`src/rtl/rs_issue_sched_pkg.sv`:
```
// Shared definitions for the reservation-station issue scheduler:
// function codes, mul/div FSM states and the round-robin pointer helper.
package rs_issue_sched_pkg;

  localparam int ROB_W  = 3;
  localparam int FUNC_W = 4;
  localparam int IDX_W  = 2;

  localparam logic [FUNC_W-1:0] FUNC_ADD = 4'b0000;
  localparam logic [FUNC_W-1:0] FUNC_SUB = 4'b0001;
  localparam logic [FUNC_W-1:0] FUNC_MUL = 4'b0010;
  localparam logic [FUNC_W-1:0] FUNC_DIV = 4'b0011;
  localparam logic [FUNC_W-1:0] FUNC_LD  = 4'b0100;
  localparam logic [FUNC_W-1:0] FUNC_ST  = 4'b0101;
  localparam logic [FUNC_W-1:0] FUNC_BEQ = 4'b0110;
  localparam logic [FUNC_W-1:0] FUNC_BNE = 4'b0111;

  typedef enum logic [1:0] {
    MUL_IDLE = 2'b00,
    MUL_BUSY = 2'b01,
    MUL_DONE = 2'b10
  } mul_state_e;

  // Pointer value following a grant at idx, wrapping at num_ent.
  function automatic logic [IDX_W-1:0] rr_next(input logic [IDX_W-1:0] idx, input int num_ent);
    if (int'(idx) >= num_ent - 1) begin
      return {IDX_W{1'b0}};
    end else begin
      return idx + {{(IDX_W-1){1'b0}}, 1'b1};
    end
  endfunction

endpackage

```
`src/rtl/rs_issue_sched_rr_picker.sv`:
```
// Round-robin picker: first set request at or after ptr (wrapping) wins,
// reported both one-hot and encoded.
module rs_issue_sched_rr_picker
  import rs_issue_sched_pkg::*;
#(
  parameter int NUM_ENT = 3
) (
  input  logic [NUM_ENT-1:0] req,
  input  logic [IDX_W-1:0]   ptr,
  output logic [NUM_ENT-1:0] grant,
  output logic [IDX_W-1:0]   idx,
  output logic               valid
);

  logic [IDX_W-1:0] cand_s;

  function automatic logic [IDX_W-1:0] wrap_add(input logic [IDX_W-1:0] base, input int off);
    return IDX_W'((int'(base) + off) % NUM_ENT);
  endfunction

  // Scan the request vector starting at the pointer.
  always_comb begin
    grant  = {NUM_ENT{1'b0}};
    idx    = {IDX_W{1'b0}};
    valid  = 1'b0;
    cand_s = {IDX_W{1'b0}};
    for (int off = 0; off < NUM_ENT; off++) begin
      cand_s = wrap_add(ptr, off);
      if (!valid && req[cand_s]) begin
        grant[cand_s] = 1'b1;
        idx           = cand_s;
        valid         = 1'b1;
      end else begin
        valid = valid;
      end
    end
  end

endmodule

```
`src/rtl/rs_issue_sched.sv`:
```
// Issue scheduler: round-robin grants from the add and mul stations, launch
// into the add pipe / multi-cycle mul-div unit, and CDB arbitration.
module rs_issue_sched
  import rs_issue_sched_pkg::*;
#(
  parameter int NUM_ENT = 3,
  parameter int MUL_LAT = 3,
  parameter int DIV_LAT = 6
) (
  input  logic                      clk,
  input  logic                      rst_n,
  input  logic                      flush,
  input  logic [NUM_ENT-1:0]        add_req,
  input  logic [NUM_ENT*FUNC_W-1:0] add_func,
  input  logic [NUM_ENT*ROB_W-1:0]  add_rob,
  input  logic [NUM_ENT-1:0]        mul_req,
  input  logic [NUM_ENT*FUNC_W-1:0] mul_func,
  input  logic [NUM_ENT*ROB_W-1:0]  mul_rob,
  output logic [NUM_ENT-1:0]        add_grant,
  output logic [NUM_ENT-1:0]        mul_grant,
  output logic                      add_issue_valid,
  output logic [IDX_W-1:0]          add_issue_idx,
  output logic [FUNC_W-1:0]         add_issue_func,
  output logic [ROB_W-1:0]          add_issue_rob,
  output logic                      mul_issue_valid,
  output logic [IDX_W-1:0]          mul_issue_idx,
  output logic [FUNC_W-1:0]         mul_issue_func,
  output logic [ROB_W-1:0]          mul_issue_rob,
  output logic                      mul_busy,
  output logic                      cdb_valid,
  output logic                      cdb_src,
  output logic [ROB_W-1:0]          cdb_rob
);

  localparam int CNT_W = (DIV_LAT > MUL_LAT) ? $clog2(DIV_LAT) : $clog2(MUL_LAT);
  localparam logic [CNT_W-1:0] CNT_ZERO = {CNT_W{1'b0}};
  localparam logic [CNT_W-1:0] CNT_ONE  = CNT_W'(1);

  mul_state_e         state_r, state_nxt_s;
  logic [CNT_W-1:0]   cnt_r;
  logic [IDX_W-1:0]   add_ptr_r, mul_ptr_r;
  logic [NUM_ENT-1:0] add_pick_grant_s, mul_pick_grant_s;
  logic [IDX_W-1:0]   add_pick_idx_s, mul_pick_idx_s;
  logic               add_pick_valid_s, mul_pick_valid_s;
  logic               add_fire_s, mul_fire_s;
  logic [FUNC_W-1:0]  add_func_arr_s [NUM_ENT];
  logic [FUNC_W-1:0]  mul_func_arr_s [NUM_ENT];
  logic [ROB_W-1:0]   add_rob_arr_s  [NUM_ENT];
  logic [ROB_W-1:0]   mul_rob_arr_s  [NUM_ENT];
  logic [FUNC_W-1:0]  add_sel_func_s, mul_sel_func_s;
  logic [ROB_W-1:0]   add_sel_rob_s, mul_sel_rob_s;
  logic               add_res_valid_r;
  logic [ROB_W-1:0]   add_res_rob_r;
  logic               mul_busy_s, mul_done_s;

  for (genvar g = 0; g < NUM_ENT; g++) begin : g_unpack
    assign add_func_arr_s[g] = add_func[g*FUNC_W +: FUNC_W];
    assign mul_func_arr_s[g] = mul_func[g*FUNC_W +: FUNC_W];
    assign add_rob_arr_s[g]  = add_rob[g*ROB_W +: ROB_W];
    assign mul_rob_arr_s[g]  = mul_rob[g*ROB_W +: ROB_W];
  end

  rs_issue_sched_rr_picker #(.NUM_ENT(NUM_ENT)) u_add_pick (
    .req   (add_req),
    .ptr   (add_ptr_r),
    .grant (add_pick_grant_s),
    .idx   (add_pick_idx_s),
    .valid (add_pick_valid_s)
  );

  rs_issue_sched_rr_picker #(.NUM_ENT(NUM_ENT)) u_mul_pick (
    .req   (mul_req),
    .ptr   (mul_ptr_r),
    .grant (mul_pick_grant_s),
    .idx   (mul_pick_idx_s),
    .valid (mul_pick_valid_s)
  );

  // Gate picks: adds pause while a mul result waits, mul needs an idle unit.
  always_comb begin
    if (!flush && (state_r != MUL_DONE)) begin
      add_grant  = add_pick_grant_s;
      add_fire_s = add_pick_valid_s;
    end else begin
      add_grant  = {NUM_ENT{1'b0}};
      add_fire_s = 1'b0;
    end
    if (!flush && (state_r == MUL_IDLE)) begin
      mul_grant  = mul_pick_grant_s;
      mul_fire_s = mul_pick_valid_s;
    end else begin
      mul_grant  = {NUM_ENT{1'b0}};
      mul_fire_s = 1'b0;
    end
  end

  // Fetch func and ROB index of the picked entries.
  always_comb begin
    add_sel_func_s = {FUNC_W{1'b0}};
    add_sel_rob_s  = {ROB_W{1'b0}};
    mul_sel_func_s = {FUNC_W{1'b0}};
    mul_sel_rob_s  = {ROB_W{1'b0}};
    for (int i = 0; i < NUM_ENT; i++) begin
      if (add_pick_grant_s[i]) begin
        add_sel_func_s = add_func_arr_s[i];
        add_sel_rob_s  = add_rob_arr_s[i];
      end else begin
        add_sel_rob_s  = add_sel_rob_s;
      end
      if (mul_pick_grant_s[i]) begin
        mul_sel_func_s = mul_func_arr_s[i];
        mul_sel_rob_s  = mul_rob_arr_s[i];
      end else begin
        mul_sel_rob_s  = mul_sel_rob_s;
      end
    end
  end

  // Round-robin pointers.
  always_ff @(posedge clk or negedge rst_n) begin
    if (!rst_n) begin
      add_ptr_r <= {IDX_W{1'b0}};
      mul_ptr_r <= {IDX_W{1'b0}};
    end else if (flush) begin
      add_ptr_r <= {IDX_W{1'b0}};
      mul_ptr_r <= {IDX_W{1'b0}};
    end else begin
      if (add_fire_s) add_ptr_r <= rr_next(add_pick_idx_s, NUM_ENT);
      if (mul_fire_s) mul_ptr_r <= rr_next(mul_pick_idx_s, NUM_ENT);
    end
  end

  // Add launch register and one-stage add result slot.
  always_ff @(posedge clk or negedge rst_n) begin
    if (!rst_n) begin
      add_issue_valid <= 1'b0;
      add_issue_idx   <= {IDX_W{1'b0}};
      add_issue_func  <= {FUNC_W{1'b0}};
      add_issue_rob   <= {ROB_W{1'b0}};
      add_res_valid_r <= 1'b0;
      add_res_rob_r   <= {ROB_W{1'b0}};
    end else if (flush) begin
      add_issue_valid <= 1'b0;
      add_res_valid_r <= 1'b0;
    end else begin
      add_issue_valid <= add_fire_s;
      add_res_valid_r <= add_issue_valid;
      if (add_fire_s) begin
        add_issue_idx  <= add_pick_idx_s;
        add_issue_func <= add_sel_func_s;
        add_issue_rob  <= add_sel_rob_s;
      end
      if (add_issue_valid) add_res_rob_r <= add_issue_rob;
    end
  end

  // Mul launch register; mul_issue_rob also tags the pending mul result.
  always_ff @(posedge clk or negedge rst_n) begin
    if (!rst_n) begin
      mul_issue_valid <= 1'b0;
      mul_issue_idx   <= {IDX_W{1'b0}};
      mul_issue_func  <= {FUNC_W{1'b0}};
      mul_issue_rob   <= {ROB_W{1'b0}};
    end else if (flush) begin
      mul_issue_valid <= 1'b0;
    end else begin
      mul_issue_valid <= mul_fire_s;
      if (mul_fire_s) begin
        mul_issue_idx  <= mul_pick_idx_s;
        mul_issue_func <= mul_sel_func_s;
        mul_issue_rob  <= mul_sel_rob_s;
      end
    end
  end

  // Mul FSM state register.
  always_ff @(posedge clk or negedge rst_n) begin
    if (!rst_n) begin
      state_r <= MUL_IDLE;
    end else begin
      state_r <= state_nxt_s;
    end
  end

  // Mul FSM next state; DONE is released only when it owns the CDB.
  always_comb begin
    state_nxt_s = state_r;
    if (flush) begin
      state_nxt_s = MUL_IDLE;
    end else begin
      case (state_r)
        MUL_IDLE: state_nxt_s = mul_fire_s ? MUL_BUSY : MUL_IDLE;
        MUL_BUSY: state_nxt_s = (cnt_r == CNT_ZERO) ? MUL_DONE : MUL_BUSY;
        MUL_DONE: state_nxt_s = add_res_valid_r ? MUL_DONE : MUL_IDLE;
        default:  state_nxt_s = MUL_IDLE;
      endcase
    end
  end

  // Mul FSM decoded outputs.
  always_comb begin
    case (state_r)
      MUL_IDLE: begin mul_busy_s = 1'b0; mul_done_s = 1'b0; end
      MUL_BUSY: begin mul_busy_s = 1'b1; mul_done_s = 1'b0; end
      MUL_DONE: begin mul_busy_s = 1'b1; mul_done_s = 1'b1; end
      default:  begin mul_busy_s = 1'b0; mul_done_s = 1'b0; end
    endcase
  end

  // Execute-cycle counter; loaded with latency-1 so BUSY lasts exactly LAT cycles.
  always_ff @(posedge clk or negedge rst_n) begin
    if (!rst_n) begin
      cnt_r <= CNT_ZERO;
    end else if (flush) begin
      cnt_r <= CNT_ZERO;
    end else if (mul_fire_s) begin
      cnt_r <= (mul_sel_func_s == FUNC_DIV) ? CNT_W'(DIV_LAT - 1) : CNT_W'(MUL_LAT - 1);
    end else if ((state_r == MUL_BUSY) && (cnt_r != CNT_ZERO)) begin
      cnt_r <= cnt_r - CNT_ONE;
    end
  end

  // CDB: add result wins; everything decodes directly from registers.
  always_comb begin
    mul_busy  = mul_busy_s;
    cdb_valid = add_res_valid_r | mul_done_s;
    cdb_src   = mul_done_s & ~add_res_valid_r;
    if (add_res_valid_r) begin
      cdb_rob = add_res_rob_r;
    end else if (mul_done_s) begin
      cdb_rob = mul_issue_rob;
    end else begin
      cdb_rob = {ROB_W{1'b0}};
    end
  end

endmodule

```
`config.mk`:
```
export PLATFORM = sky130hd
export DESIGN_NAME = rs_issue_sched
export DESIGN_NICKNAME = d
export VERILOG_FILES = /design/src/rtl/rs_issue_sched_pkg.sv /design/src/rtl/rs_issue_sched_rr_picker.sv /design/src/rtl/rs_issue_sched.sv
export SDC_FILE = /design/constraint.sdc
export NUM_CORES = 1
export LEC_CHECK = 0
export CORE_ASPECT_RATIO = 1.75
export CORE_MARGIN = 2
export CORE_UTILIZATION = 40
export CTS_CLUSTER_DIAMETER = 200
export CTS_CLUSTER_SIZE = 28
export DETAILED_ROUTE_END_ITERATION = 6
export GPL_TIMING_DRIVEN = 0
export PLACE_DENSITY = 0.74
export SYNTH_ARGS = -nofsm -noshare
export SYNTH_HDL_FRONTEND = slang
export SYNTH_SLANG_ARGS = --single-unit
```
`constraint.sdc`:
```
create_clock -name clk -period 7.35 [get_ports clk]
set_input_delay 0.735 -clock clk [delete_from_list [all_inputs] [get_ports clk]]
set_output_delay 0.735 -clock clk [all_outputs]
set_load 0.02 [all_outputs]
```
==> run_results.csv, run 1 <==
group,metric,value,unit
outcome,status,"finished clean",
synth,synth_cell_types,65,
synth,ys.warnings.count,0,
grt,grt_max_degree,34,
placement,placement.io_buffers,80,
cells_and_area,drive_gt1_share,8.53,%
die,ioPinCount,83,
die,design.core.area,0.00623,sq mm
routing,route.layer.met1.wl,2820,um
worst_hold_path,hp-start,"mul_issue_idx[1]",
routing,drtIter0Drc,236,
placement,dp_hpwl,5790,um
cells_and_area,area_delta_synth_final,37.8,%
cells_and_area,mostFrequentLayoutCell,"clkdlybuf4s50_1",
critical_path,crit_arrival,3.32,ns
die,rows,38,
sta,finalClockSkew,0.00637,ns
critical_path,crit_fanout,9,
critical_path,slowest_delay,0.62,ns
critical_path,crit_slowest_cell,"clkdlybuf4s50_1",
clock_tree,cts_max_level,2,
routing,wl_met2,4110,um
job,maxCapViolations,0,
clock_tree,cts_buffer_depth,2,
synth,syn_avg_cell_area,8.70,sq um
routing,drc,0,
critical_path,cp-startpoint,"mul_req[0]",
grt,overflow,0,
grt,grt_pass1_vias,2743,
synth,netlist_instances,299,
cells_and_area,antenna_cells,0,
sta,finalMaxSlewViolations,0,
routing,num_vias,2661,
synth,synth_seq_cells,33,
clock_tree,cts.root.buffer_cell,"clkbuf_8",
synth,synth-seq-area-share,31.8,%
grt,grt_pass1_wl,12400,um
clock_tree,cts_sinks,33,
sta,worst_pin_slew,0.773,ns
die,fp.dieW,64.9,um
sta,hold_viol_final,0,
critical_path,cp-start-kind,"input pin",
sta,finalCriticalPeriod,4.05,ns
power,p_per_area,428,mW/mm^2
clock_tree,cts_hold_buffers,0,
routing,drt_first_pass_iters,4,
clock_tree,cts_resized,0,
routing,final_antenna_net_count,0,
critical_path,crit_type,"in -> out",
critical_path,cp.required,6.61,ns
cells_and_area,fin_nets,451,
routing,top_layer,"met4",
critical_path,r2r_cells,9,
clock_tree,path_clk_slew,0.07,ns
sta,fin_crit_sh,55.2,%
routing,wl_per_cell,16.1,um
sta,max_freq,247,MHz
die,die_area,0.00719,sq mm
routing,wl_met3,431,um
clock_tree,clk_latency,0.29,ns
sta,fin_setup_tns,0,ns
cells_and_area,most-common-layout-cells,"79 x clkdlybuf4s50_1, 33 x dfrtp_1, 29 x nor2_1",
synth,synth_area,0.00260,sq mm
routing,wl,7540,um
critical_path,crit_path_end_kind,"output port",
routing,via_per_inst,5.70,
synth,synthArstFlopShare,100,%
clock_tree,postCtsSetupBuffers,0,
clock_tree,cts_tree,"yes",
power,leakage,0.00142,uW
worst_hold_path,hold_depth,2,
sta,setup_violations,0,
die,die_y,111,um
synth,synthFlopType,"dfrtp_1",
critical_path,crit_chain,"clkdlybuf4s50_1 > nor2b_1 > nor4_1 > a221o_1 > buf_4 > and2_1 > nor2b_1 > clkdlybuf4s50_1",
clock_tree,numCtsBuffers,5,
synth,syn_nets,364,
worst_hold_path,hold_class,"reg -> reg",
power,vdd_drop_max,0.239,mV
grt,track_usage,21.6,%
placement,place_congestion,0.914,
cells_and_area,final_util,57.5,%
die,start_util,41.7,%
grt,antenna_found_initial,0,
power,power.total,1530,uW
sta,rsz0062_at_grt,"false",
critical_path,timing.rr.start,"add_ptr_r[0]",
synth,synth_enable_flop_cells,0,
sta,max_slew_margin,48.4,%
[cell usage after synthesis, drive strengths merged (3+ instances only)]
master	instances	area share, %
a211oi	10	3.1
nand2	19	2.7
inv	17	2.5
clkbuf	12	1.8
nor2	29	4.2
o22ai	3	0.72
a21oi	12	2.3
nand2b	8	1.9
a22o	3	1.0
a31oi	6	1.4
mux2	6	2.6
a221oi	10	3.4
nand3	9	1.7
a211o	4	1.3
a311oi	3	1.9
nand3b	4	1.2
nor3b	3	0.87
and4	3	1.1
buf	8	2.0
o31ai	5	1.4
nor2b	7	1.7
ha	14	6.7
dfrtp	33	32
o21ai	23	4.4
nor3	3	0.58
and2	4	0.96
[cell families (layout without fill, tap and decap cells)]
kind of cell	Yosys count	after routing	synth area share, %
muxes	8	8	3.37
adders and majority gates	15	15	7.12
DFF	33	33	31.8
and+or+nand+nor	101	101	20.8
xor gates and xnor gates	2	2	0.674
buffers and inverters	37	125	6.21
AOI/OAI and AO/OA	103	103	30.0
[area by class of cell]
| class | count | area, sq um |
|---|---|---|
| inverters | 17 | 63.8 |
| well taps | 80 | 100 |
| clock buffers | 5 | 68.8 |
| multi-input cells | 229 | 1610 |
| fillers | 602 | 2650 |
| clock inverters | 3 | 17.5 |
| repair buffers | 80 | 796 |
| plain buffers | 20 | 97.6 |
| flip-flops and latches | 33 | 826 |
[metrics by stage]
step / cells / setup WS (ns) / instance area (sq um) / hold WS (ns)
2_1_floorplan: 299 / 4.49 / 2600 / 0.439
6_report: 467 / 3.30 / 3580 / 0.489
5_1_grt: 467 / 3.14 / 3580 / 0.520
4_1_cts: 467 / 3.31 / 3580 / 0.495
3_5_place_dp: 459 / 3.32 / 3500 / 0.479
3_3_place_gp: 459 / 3.37 / 3500 / 0.476
[critical path: cells and delay by family]
family | cells | cell delay (ns)
buffers and inverters | 3 | 1.32
AND/OR/NAND/NOR | 4 | 1.04
AO/OA/AOI/OAI | 1 | 0.24
[final timing paths]
| kind | endpoint | slack (ns) |
|---|---|---|
| min in group asynchronous | add_issue_idx[0] | 0.51 |
| min | mul_issue_idx[1] | 0.49 |
| max in group asynchronous | mul_issue_func[0] | 6.34 |
| min reg2reg | mul_issue_idx[1] | 0.49 |
| max reg2reg | add_issue_rob[0] | 4.46 |
| max | mul_grant[1] | 3.30 |
[registers in the layout (all words and copies together) (netlist names)]
signal / cells
add_res_rob_r: 3
state_r: 2
cnt_r: 3
add_issue_idx: 2
mul_issue_rob: 3
add_issue_rob: 3
mul_issue_idx: 2
mul_issue_valid: 1
add_ptr_r: 2
add_issue_valid: 1
mul_ptr_r: 2
add_res_valid_r: 1
mul_issue_func: 4
add_issue_func: 4
[power breakdown]
| group | internal, uW | switching [uW] |
|---|---|---|
| logic | 464 | 610 |
| registers | 266 | 55.6 |
| clock network | 65.4 | 73.3 |
| total | 796 | 739 |
[per-layer routing]
| layer | up-vias | track usage [%] |
|---|---|---|
| met5 | - | 0 |
| met4 | 0 | 10.4 |
| met3 | 21 | 3.76 |
| met2 | 105 | 40.2 |
| met1 | 1245 | 22.3 |
| li1 | 1290 | - |
(Power assumes the default switching activity.)
==> run 2: changes to the inputs <==
clock period = 4.1 ns   (was 7.35 ns; I/O delays follow)
==> results of run 2 <==
Same layout as run 1 (identical final DEF). Status: finished clean.
Among the figures that moved: setup slack after placement 3.32 ns -> 0.719 ns; clock-pin slew on the worst setup and hold paths 0.07 ns -> 0.08 ns; setup slack after layout 3.30 ns -> 0.527 ns; hold slack 0.489 ns -> 0.185 ns; start point of the critical path mul_req[0] -> mul_ptr_r[0]; register-to-register setup slack 4.46 ns -> 1.21 ns; total power 1530 uW -> 2750 uW; worst IR drop on VDD 0.239 mV -> 0.429 mV
